--- config.mk ---
export PLATFORM = sky130hd
export DESIGN_NAME = xx6812_strip_encoder
export DESIGN_NICKNAME = d
export VERILOG_FILES = /design/src/rtl/xx6812_strip_encoder_pkg.sv /design/src/rtl/xx6812_pixel_shifter.sv /design/src/rtl/xx6812_strip_encoder.sv
export SDC_FILE = /design/constraint.sdc
export NUM_CORES = 1
export LEC_CHECK = 0
export ABC_CLOCK_PERIOD_IN_PS = 7100
export BUFFER_PORTS_ARGS = -buffer_cell sky130_fd_sc_hd__buf_4
export CELL_PAD_IN_SITES_DETAIL_PLACEMENT = 1
export CELL_PAD_IN_SITES_GLOBAL_PLACEMENT = 2
export CORE_MARGIN = 2
export CORE_UTILIZATION = 38
export DETAILED_ROUTE_END_ITERATION = 8
export PLACE_DENSITY_LB_ADDON = 0.1
export SLEW_MARGIN = 40
export SYNTH_ARGS = -nofsm -noshare
export SYNTH_HDL_FRONTEND = slang
export SYNTH_SLANG_ARGS = --single-unit
--- constraint.sdc ---
create_clock -name clock_3mhz -period 7.1 [get_ports clock_3mhz]
set_clock_uncertainty 0.2 [all_clocks]
set_input_delay 0.355 -clock clock_3mhz [delete_from_list [all_inputs] [get_ports clock_3mhz]]
set_output_delay 0.355 -clock clock_3mhz [all_outputs]
set_load 0.01 [all_outputs]
--- src/rtl/xx6812_strip_encoder_pkg.sv ---
// xx6812_strip_encoder_pkg: shared state encodings, segment indices and segment level helper
package xx6812_strip_encoder_pkg;
    typedef enum logic [1:0] {IDLE = 2'd0, LOAD = 2'd1, SEND = 2'd2, LATCH = 2'd3} state_t;
    localparam logic [1:0] SEG_HIGH = 2'd0;
    localparam logic [1:0] SEG_DATA = 2'd1;
    localparam logic [1:0] SEG_LAST = 2'd3;
    localparam int DEFAULT_LATCH_SEGMENTS = 240;
    function automatic logic seg_level(input logic [1:0] seg, input logic msb);
        return seg == SEG_HIGH || (seg == SEG_DATA && msb);
    endfunction
endpackage

--- src/rtl/xx6812_pixel_shifter.sv ---
// xx6812_pixel_shifter: shifts one pixel out MSB first as four segments per bit
module xx6812_pixel_shifter
    import xx6812_strip_encoder_pkg::*;
#(
    parameter int BITS_PER_LED = 24
) (
    input  logic                    clock_3mhz,
    input  logic                    reset_n,
    input  logic                    load,
    input  logic                    run,
    input  logic [BITS_PER_LED-1:0] pixel_data,
    output logic                    level,
    output logic                    last_segment_of_pixel
);
    localparam int BW = $clog2(BITS_PER_LED);
    logic [BITS_PER_LED-1:0] shift_reg, shift_next;
    logic [BW-1:0] bit_cnt, bit_next;
    logic [1:0] seg, seg_next;
    logic wrap, level_next;
    always_comb begin
        last_segment_of_pixel = seg == SEG_LAST && bit_cnt == '0;
        wrap = run && seg == SEG_LAST && bit_cnt != '0;
        shift_next = load ? pixel_data : wrap ? shift_reg << 1 : shift_reg;
        bit_next = load ? BW'(BITS_PER_LED - 1) : wrap ? bit_cnt - 1'b1 : bit_cnt;
        seg_next = load ? SEG_HIGH : run ? seg + 2'd1 : seg;
        // level is registered one cycle ahead so the pin follows the segment with no extra latency
        level_next = (load || (run && !last_segment_of_pixel)) && seg_level(seg_next, shift_next[BITS_PER_LED-1]);
    end
    always_ff @(posedge clock_3mhz or negedge reset_n) begin
        if (!reset_n) begin
            shift_reg <= '0;
            bit_cnt <= '0;
            seg <= '0;
            level <= 1'b0;
        end else begin
            shift_reg <= shift_next;
            bit_cnt <= bit_next;
            seg <= seg_next;
            level <= level_next;
        end
    end
endmodule

--- src/rtl/xx6812_strip_encoder.sv ---
// xx6812_strip_encoder: serialises a strip frame into xx6812 one-wire format, then holds the latch low period
module xx6812_strip_encoder
    import xx6812_strip_encoder_pkg::*;
#(
    parameter int BITS_PER_LED = 24,
    parameter int LED_COUNT = 60,
    parameter int LATCH_SEGMENTS = DEFAULT_LATCH_SEGMENTS,
    localparam int IW = LED_COUNT > 1 ? $clog2(LED_COUNT) : 1
) (
    input  logic                    clock_3mhz,
    input  logic                    reset_n,
    input  logic                    start,
    input  logic [BITS_PER_LED-1:0] pixel_data,
    input  logic                    pixel_valid,
    output logic                    pixel_ready,
    output logic [IW-1:0]           pixel_index,
    output logic                    serial_data_out,
    output logic                    busy,
    output logic                    frame_done,
    output logic                    underrun
);
    localparam int PW = $clog2(LED_COUNT + 1);
    localparam int LW = $clog2(LATCH_SEGMENTS + 1);
    state_t state;
    logic [PW-1:0] pixel_cnt;
    logic [LW-1:0] latch_cnt;
    logic last_seg, send_end, remain, handshake;
    always_comb begin
        remain = pixel_cnt != PW'(LED_COUNT);
        send_end = state == SEND && last_seg;
        pixel_ready = state == LOAD || (send_end && remain);
        handshake = pixel_ready && pixel_valid;
    end
    xx6812_pixel_shifter #(.BITS_PER_LED(BITS_PER_LED)) u_shifter (
        .clock_3mhz(clock_3mhz),
        .reset_n(reset_n),
        .load(handshake),
        .run(state == SEND),
        .pixel_data(pixel_data),
        .level(serial_data_out),
        .last_segment_of_pixel(last_seg)
    );
    always_ff @(posedge clock_3mhz or negedge reset_n) begin
        if (!reset_n) begin
            state <= IDLE;
            busy <= 1'b0;
            frame_done <= 1'b0;
            underrun <= 1'b0;
            pixel_index <= '0;
            pixel_cnt <= '0;
            latch_cnt <= '0;
        end else begin
            frame_done <= 1'b0;
            underrun <= 1'b0;
            if (handshake) begin
                pixel_cnt <= pixel_cnt + 1'b1;
                if (pixel_cnt != PW'(LED_COUNT - 1)) pixel_index <= pixel_index + 1'b1;
            end
            case (state)
                IDLE: if (start && !frame_done) begin
                    state <= LOAD;
                    busy <= 1'b1;
                    pixel_index <= '0;
                    pixel_cnt <= '0;
                end
                LOAD: if (handshake) state <= SEND;
                SEND: if (send_end && !handshake) begin
                    // a missing pixel at its slot aborts the rest of the frame
                    state <= LATCH;
                    latch_cnt <= '0;
                    underrun <= remain;
                end
                LATCH: if (latch_cnt == LW'(LATCH_SEGMENTS - 1)) begin
                    state <= IDLE;
                    frame_done <= 1'b1;
                    busy <= 1'b0;
                end else latch_cnt <= latch_cnt + 1'b1;
                default: state <= IDLE;
            endcase
        end
    end
endmodule

Word level (Yosys, flattened, before mapping)
Index checks and enable logic that the tools add are counted.
{ "classes": {"n_addsub": 5, "n_eq_ne": 13, "muxes": 28, "reduce_logical": 27} }
{ "op_table": {"columns": ["operator", "n"], "rows": [
  ["$mux 24", 2],
  ["$mux 6", 7],
  ["$mux 8", 2],
  ["$pmux 8 s2", 1],
  ["$add 6x1->6 const B", 2],
  ["$mux 2", 6],
  ["$ne 6x6->1 const B", 2],
  ["$logic_and 1x1->1", 11],
  ["$mux 5", 2],
  ["$ne 2x2->1 const B", 5],
  ["$add 8x1->8 const B", 1],
  ["$eq 8x8->1 const B", 1],
  ["$pmux 2 s4", 1],
  ["$eq 2x2->1 const B", 3],
  ["$mux 1", 6],
  ["$reduce_and 3->1", 2],
  ["$reduce_bool 2->1", 3],
  ["$logic_not 5->1", 1],
  ["$reduce_bool 5->1", 1],
  ["$sub 5x1->5 const B", 1],
  ["$eq 2x1->1 const B", 2],
  ["$logic_not 2->1", 2],
  ["$reduce_and 4->1", 1],
  ["$logic_not 1->1", 3],
  ["3 further kinds", 5]
]} }
{ "totals": {"register_bits": 57, "input_bits": 28, "output_inout_bits": 11, "wordCells": 85} }

Longest topological paths before layout
Gate-level depths: netlist of the first run.
{ "depth": {"depth_word": 11, "mapped_depth": 10} }

By module
A second synthesis of the first run with hierarchy kept.
{ "unflattened": {"cells_unflattened": 315, "area_unflattened_um2": 3090.5} }
{ "modules_own_cells": {"columns": ["mod", "n_inst", "cells_per_inst", "area_per_inst_um2", "seq_area_each_um2"], "rows": [
  ["xx6812_pixel_shifter", 1, 156, 1597.8, 800.8],
  ["xx6812_strip_encoder", 1, 159, 1492.7, 625.6]
]} }

Worst setup path before layout of the first run
OpenSTA, ideal clock, no wires.
{ "synth_path": {"path_kind": "reg-to-reg", "start": "reg u_shifter.bit_cnt[0]", "end": "reg pixel_cnt[3]", "arrival_time_ps": 2208, "required_time_ps": 6834, "slack_ps": 4626, "path_stages_with_launch": 9, "n_path_buf": 1, "synth_period_minus_slack_ps": 2474, "cell_sequence": "dfrtp_1 > inv_1 > ha_1 > or4b_4 > a211oi_4 > o21ai_2 > buf_2 > or4_1 > nand2_1"} }
{ "synth_between": {"elab_chain_cells": 9} }
{ "synth_lines": {"columns": ["element", "line", "rtl"], "rows": [
  ["start, declared", "xx6812_pixel_shifter.sv:17", "logic [BW-1:0] bit_cnt, bit_next;"],
  ["start signal, assigned", "xx6812_pixel_shifter.sv:37", "bit_cnt <= bit_next;"],
  ["$logic_not 5->1 (*)", "xx6812_pixel_shifter.sv:21", "last_segment_of_pixel = seg == SEG_LAST && bit_cnt == '0;"],
  ["$logic_and 1x1->1 (*)", "xx6812_pixel_shifter.sv:21", null],
  ["$logic_and 1x1->1 (*)", "xx6812_strip_encoder.sv:30", "send_end = state == SEND && last_seg;"],
  ["$logic_and 1x1->1 (*)", "xx6812_strip_encoder.sv:31", "pixel_ready = state == LOAD || (send_end && remain);"],
  ["$logic_or 1x1->1 (*)", "xx6812_strip_encoder.sv:31", null],
  ["$logic_and 1x1->1 (*)", "xx6812_strip_encoder.sv:32", "handshake = pixel_ready && pixel_valid;"],
  ["$mux 6 (*)", "xx6812_strip_encoder.sv:55", "if (handshake) begin"],
  ["$mux 6", "xx6812_strip_encoder.sv:60", "IDLE: if (start && !frame_done) begin"],
  ["$mux 6 (*)", "xx6812_strip_encoder.sv:59", "case (state)"],
  ["end signal, assigned", "xx6812_strip_encoder.sv:56", "pixel_cnt <= pixel_cnt + 1'b1;"],
  ["end, declared", "xx6812_strip_encoder.sv:25", "logic [PW-1:0] pixel_cnt;"]
]} }
Every way passes the cells marked *; elsewhere a longest branch is shown, timed or not.
A chain may end at the register's enable or synchronous reset.

Worst setup path in the final report of the first run
{ "layout_path": {"start": "reg state[0]", "end": "reg pixel_cnt[3]"} }
{ "layout_between": {"elab_chain_cells": 8} }
{ "layout_lines": {"columns": ["element", "line", "rtl"], "rows": [
  ["start, declared", "xx6812_strip_encoder.sv:24", "state_t state;"],
  ["start signal, assigned", "xx6812_strip_encoder.sv:45", "state <= IDLE;"],
  ["start signal, assigned", "xx6812_strip_encoder.sv:61", "state <= LOAD;"],
  ["start signal, assigned", "xx6812_strip_encoder.sv:66", "LOAD: if (handshake) state <= SEND;"],
  ["$eq 2x2->1", "xx6812_strip_encoder.sv:30", null],
  ["$logic_and 1x1->1", "xx6812_strip_encoder.sv:30", null],
  ["$logic_and 1x1->1", "xx6812_strip_encoder.sv:31", null],
  ["$logic_or 1x1->1", "xx6812_strip_encoder.sv:31", null],
  ["$logic_and 1x1->1", "xx6812_strip_encoder.sv:32", null],
  ["$mux 6", "xx6812_strip_encoder.sv:55", null],
  ["$mux 6", "xx6812_strip_encoder.sv:60", null],
  ["$mux 6 (*)", "xx6812_strip_encoder.sv:59", null]
]} }
Marked as above.

==> results of run 1 <==
-- critical path, cell delays in order, from the launching register on --
cell and delay (ps):
dfrtp_1 400, inv_1 130, ha_1 410, nand2_1 230, a211oi_4 400, o21ai_4 60, buf_4 290, or4_1 550
nand2_1 80
-- power breakdown --
| group | internal, W | switching, W |
|---|---|---|
| clock network | 0.000216 | 0.000135 |
| registers | 0.000445 | 0.0000892 |
| logic | 0.000190 | 0.000263 |
-- layout make-up --
type | instances | area share
sequential | 57 | 0.404
timing repair buffer | 41 | 0.0878
clock buffer | 11 | 0.0429
multi-input combinational | 242 | 0.398
inverter | 10 | 0.0106
tap | 99 | 0.0351
clock inverter | 5 | 0.0220
-- Yosys cell counts (2+ instances only) --
| cell type | count | area [um^2] |
|---|---|---|
| or4_1 | 4 | 30.0 |
| dfrtp_1 | 57 | 1430 |
| nand3_1 | 18 | 90.1 |
| a31oi_1 | 23 | 144 |
| and4_1 | 2 | 17.5 |
| o21ai_0 | 3 | 15.0 |
| inv_1 | 10 | 37.5 |
| or2_2 | 3 | 18.8 |
| nor3_1 | 3 | 15.0 |
| o21ai_1 | 6 | 30.0 |
| and2_1 | 3 | 18.8 |
| nand2_1 | 66 | 248 |
| ha_1 | 12 | 150 |
| o31ai_1 | 3 | 22.5 |
| nor2_1 | 40 | 150 |
| or3_1 | 4 | 25.0 |
| clkbuf_1 | 14 | 52.6 |
| xor2_1 | 6 | 52.6 |
| o211ai_1 | 6 | 45.0 |
| and3_1 | 2 | 12.5 |
| xnor2_1 | 3 | 26.3 |
| mux2i_1 | 5 | 50.1 |
| a21oi_1 | 13 | 65.1 |
-- routing by layer --
layer,share of wire,vias up,track usage
li1,-,1199,-
met2,0.46,35,0.277
met4,0.018,0,0.0720
met1,0.48,1177,0.238
met5,0,-,0
met3,0.039,9,0.0407
-- stage by stage --
| stage | instances | utilization | total power [W] |
|---|---|---|---|
| 2_1_floorplan | 325 | - | 0.000853 |
| 3_3_place_gp | 448 | 0.448 | 0.000980 |
| 3_5_place_dp | 448 | 0.448 | 0.000997 |
| 4_1_cts | 465 | 0.481 | 0.00136 |
| 5_1_grt | 465 | 0.482 | 0.00145 |
| 6_report | 465 | 0.482 | 0.00134 |
-- worst min path at each step --
stage | from | endpoint
after global placement | reset_n | latch_cnt[4]
after floorplan | reset_n | busy
after CTS | pixel_data[0] | u_shifter.shift_reg[0]
after detailed placement | reset_n | latch_cnt[3]
final | pixel_data[0] | u_shifter.shift_reg[0]
after global routing | pixel_data[0] | u_shifter.shift_reg[0]
-- kinds of logic (layout without fill, tap and decap cells) --
family	after synthesis	in the layout	share of synthesized area
fa+ha+maj	12	12	0.0516
simple gates	151	151	0.233
flops	57	57	0.490
xor+xnor	9	9	0.0271
mux	6	6	0.0211
buf+inv	26	67	0.0340
compound gates	64	64	0.143
==> results.md, run 1 <==
* Flops & latches, synth at 57
* FF-to-FF End: pixel_cnt[3]
* PD cells at 379 mW/mm^2
* Area growth, synth to finish at 21.4%
* Worst-Skew Late Latency at 340 ps
* Fin worst setup slack at 4270 ps
* Area of the multi-input gates at 0.00141 mm^2
* Critical Path End: pixel_cnt[3]
* Vias in the first global route at 2,523
* Fmax achieved at 354 MHz
* Async SR Flop Fraction at 1.00
* Worst setup SP type: register
* Post-CTS Resized at 0
* Worst hold margin at around 45 ps
* Most frequent cells in the layout: nand2_1 (66), dfrtp_1 (57), nor2_1 (40), buf_4 (40), a31oi_1 (23)
* Worst hold path type: in2reg
* Setup violations, final at 0
* Initial DRC Count at 83
* Sequential share of the synthesized area at 0.490
* DP HPWL at ~4400 um
* Rows at 31
* Clock sink total at 57
* Status: finished clean
* Total CTS buffers at 9
* Grt ovf at 0
* Port Buffers at 38
* Vias at 2,420
* Post-CTS Hold Fix Bufs at 1
* Leakage at 1.63 nW
* Final max-slew violation count at 0
* Post-Route WL at 6760 um
* R2R setup slack at approximately 4300 ps
* Core Area at 0.00733 mm^2
* Top Ports at 39
* H-Tree Depth at 3
* Netlist Area Pre-Place at 0.00291 mm^2
* Number of synthesized flops with an enable pin at 0
* Max Cap Viol at 0
* R2R cell count at 8
* Post-route cell area at 0.00353 mm^2
* Reg clk slew, reported paths at 70 ps
* Register area at 0.00143 mm^2
* Worst setup EP type: register
* Via/cell ratio at 5.20
* Post-CTS setup buffer count at 0
* Worst Setup Path Type: reg2reg
* Crit path arrival time at approximately 2900 ps
* Remaining DRCs at 0
* Initial antenna violation count at 0
* Fin crit share at 0.398
* Hold depth at 3
* Clk Tree Root Cell: clkbuf_8
* Most common cell after layout, fill and taps aside: nand2_1
* DP Worst Slack at 4270 ps
* Setup TNS at 0 ps
* Full die area at roughly 0.0084 mm^2
* Fin. Hold Viols at 0
* Synth warnings at 0
* Final GP Congestion at between 0.7 and 0.8
* Fill count at 857
* Syn Area/Cell at roughly 9.0 um^2
* Largest net degree at the start of global routing at 58
* Synth unique cells at 42
* Maximum vdd ir drop at 137 uV
* Worst-Margin Slew at 758 ps
* Antenna Diode Count at 0
* Initial core utilization at 0.397
* Unrepaired setup endpoints after global routing: no
* Max Root-Sink Buffers at 2
* WP data required at around 7000 ps
* Critical path origin: state[0]
* Worst rel slew slack at 0.495
* Post-route ant nets at 0
* First-pass GRT wire length at 12,000 um
* Area after DPL at 0.00329 mm^2
* Crit path time final at 2830 ps
* Synthesized Nets at between 300 and 400
* Routed len/inst at 14.5 um
* CP max FO at 56
* Die W at 91.5 um
* Ys flop type: dfrtp_1
* Final net count at 401
* Max FFs per register at 24
* Fraction of layout cells with a size suffix above 1 at 0.175
* Pre-antenna DRT Iters at 4
* Syn Inst Count at 325
* Total track usage at 0.178
* R2r startpoint: state[0]
* Die height at 91.5 um
* CTS tree: yes
Note: power is estimated with default switching activity, not from simulation.
==> run 2, diff against run 1 <==
--- a/config.mk
+++ b/config.mk
@@ -5,12 +5,12 @@
 export SDC_FILE = /design/constraint.sdc
 export NUM_CORES = 1
 export LEC_CHECK = 0
-export ABC_CLOCK_PERIOD_IN_PS = 7100
+export ABC_CLOCK_PERIOD_IN_PS = 2400
 export BUFFER_PORTS_ARGS = -buffer_cell sky130_fd_sc_hd__buf_4
 export CELL_PAD_IN_SITES_DETAIL_PLACEMENT = 1
 export CELL_PAD_IN_SITES_GLOBAL_PLACEMENT = 2
 export CORE_MARGIN = 2
-export CORE_UTILIZATION = 38
+export CORE_UTILIZATION = 32
 export DETAILED_ROUTE_END_ITERATION = 8
 export PLACE_DENSITY_LB_ADDON = 0.1
 export SLEW_MARGIN = 40
==> constraint.sdc (replaced) <==
create_clock -name clock_3mhz -period 2.4 [get_ports clock_3mhz]
set_clock_uncertainty 0.2 [all_clocks]
set_input_delay 0.12 -clock clock_3mhz [delete_from_list [all_inputs] [get_ports clock_3mhz]]
set_output_delay 0.12 -clock clock_3mhz [all_outputs]
set_load 0.01 [all_outputs]
==> run 2 against run 1 <==
  * Die area up 18%
  * Highest routed layer unchanged
  * Largest power group unchanged
  * Critical endpoint is now pixel_ready
  * Sequential power rose to 3.0 times the previous value
  * Register-to-register slack worse by 4200 ps
==> results.md, run 2 (synthesis results as in run 1) <==
* Status: finished clean
* Reg clk slew, reported paths at about 60 ps
* Top Ports at 39
* Total track usage at 0.165
* Area after DPL at 0.00340 mm^2
* Pre-antenna DRT Iters at 4
* Slowest CP cell: or4b_4
* Worst-Skew Late Latency at 330 ps
* Full die area at 0.00987 mm^2
* CP max stage delay at 500 ps
* Port Buffers at 38
* Leakage at 1.82 nW
* Final max-slew violation count at 0
* Worst hold path type: in2reg
* Clk Tree Root Cell: clkbuf_8
* Vias at 2,630
* Crit path arrival time at 2050 ps
* Setup violations, final at 0
* Initial DRC Count at 80
* DP HPWL at around 4700 um
* Worst Setup Path Type: reg2out
* Crit path max-delay family: simple AND/OR/NAND/NOR gates
* Worst setup SP type: register
* Final net count at 447
* CP max FO at 4
* Core Area at 0.00876 mm^2
* Post-route cell area at slightly below 0.004 mm^2
* Clock sink total at 57
* Area growth, synth to finish at 35.0%
* Unrepaired setup endpoints after global routing: yes
* WP buf/inv at 3
* Total CTS buffers at 9
* Die height at around 99 um
* Worst hold margin at between 60 and 70 ps
* Max Cap Viol at 0
* Worst setup EP type: output pin
* Most common cell after layout, fill and taps aside: nand2_1
* WP data required at ~2100 ps
* Largest net degree at the start of global routing at 58
* Fin crit share at 0.988
* Final GP Congestion at 0.764
* Max FFs per register at 24
* Worst-Margin Slew at 539 ps
* Routed len/inst at 14.3 um
* Post-route ant nets at 0
* Post-Route WL at approximately 7400 um
* Fin. Hold Viols at 0
* Grt ovf at 0
* Most frequent cells in the layout: nand2_1 (66), dfrtp_1 (57), buf_4 (57), nor2_1 (40), dlygate4sd3_1 (26)
* CTS tree: yes
* Vias in the first global route at ~2,800
* H-Tree Depth at 3
* Rows at 34
* Initial antenna violation count at 0
* Fmax achieved at 422 MHz
* PD cells at 1000 mW/mm^2
* Via/cell ratio at approximately 5
* First-pass GRT wire length at 13,100 um
* Worst rel slew slack at 0.641
* Max Root-Sink Buffers at 2
* Worst path cell trace: inv_2, ha_4, or4b_4, a211oi_4, buf_4, or2_4, buf_6
* Crit path time final at 2370 ps
* Die W at 99.4 um
* Antenna Diode Count at 0
* Maximum vdd ir drop at 322 uV
* Remaining DRCs at 0
* Fraction of layout cells with a size suffix above 1 at 0.209
* Initial core utilization at 0.332
-- run 2: changes by cell type in the layout (fill, tap and decap cells not counted), sizes merged --
cell / previous run / this run
dlygate4sd3: 1 / 26
buf: 40 / 61
bufinv: 2 / 0
clkbuf: 11 / 13
clkinv: 2 / 3
clkinvlp: 1 / 0
-- run 2: metrics by stage --
stage	setup WS (ps)	util	total power (W)	TNS, ps	instances
2_1_floorplan	-20.4	-	0.00253	-20.4	325
3_3_place_gp	19.7	0.388	0.00299	0	472
3_5_place_dp	-52.9	0.388	0.00303	-116	472
4_1_cts	-25.2	0.446	0.00397	-25.9	520
5_1_grt	-61.3	0.448	0.00429	-182	520
6_report	29.8	0.448	0.00393	0	520
-- run 2: per-layer routing --
| metal | vias to the layer above | wire length [um] | global-route usage | share of wire |
|---|---|---|---|---|
| met5 | - | 0 | 0 | 0 |
| met4 | 0 | 121 | 0.0685 | 0.016 |
| met3 | 7 | 212 | 0.0316 | 0.028 |
| met2 | 37 | 3590 | 0.268 | 0.48 |
| met1 | 1292 | 3520 | 0.218 | 0.47 |
| li1 | 1294 | - | - | - |
-- run 2: cell type report --
cell class	instances	area (um^2)
flip-flops and latches	57	1430
fillers	1026	4840
repair buffers	87	742
well taps	108	135
clock inverters	3	15.0
inverters	10	37.5
clock buffers	13	159
multi-input cells	242	1410
-- run 2: report_power, final --
group | leakage [nW] | switching [W] | total (W) | internal, W
clock | 0.0932 | 0.000388 | 0.000815 | 0.000427
sequential | 0.681 | 0.000267 | 0.00158 | 0.00132
combinational | 1.04 | 0.000820 | 0.00153 | 0.000712
-- run 2: worst paths after layout --
check | start | to | slack [ps] | cells after the start
max in group asynchronous | reset_n | u_shifter.shift_reg[0] | 1490 | 2
setup reg to reg | u_shifter.bit_cnt[0] | pixel_cnt[5] | 60 | 8
hold reg to reg | busy | busy | 310 | 2
setup / recovery | u_shifter.bit_cnt[0] | pixel_ready | 30 | 7
min in group asynchronous | reset_n | latch_cnt[0] | 120 | 2
hold / removal | start | busy | 70 | 3
-- run 2: repair_timing --
item,in CTS,in global routing
gates resized for setup,8,4
hold buffers,26,0
endpoints found under the hold margin,84,0
setup buffers,6,0
pin swaps,5,4
endpoints found under the setup margin,5,31
-- run 2: tightest hold or removal path: cells and delay by family --
| family | cells | cell delay, ps |
|---|---|---|
| buffers and inverters | 1 | 90 |
| AO/OA/AOI/OAI | 2 | 350 |
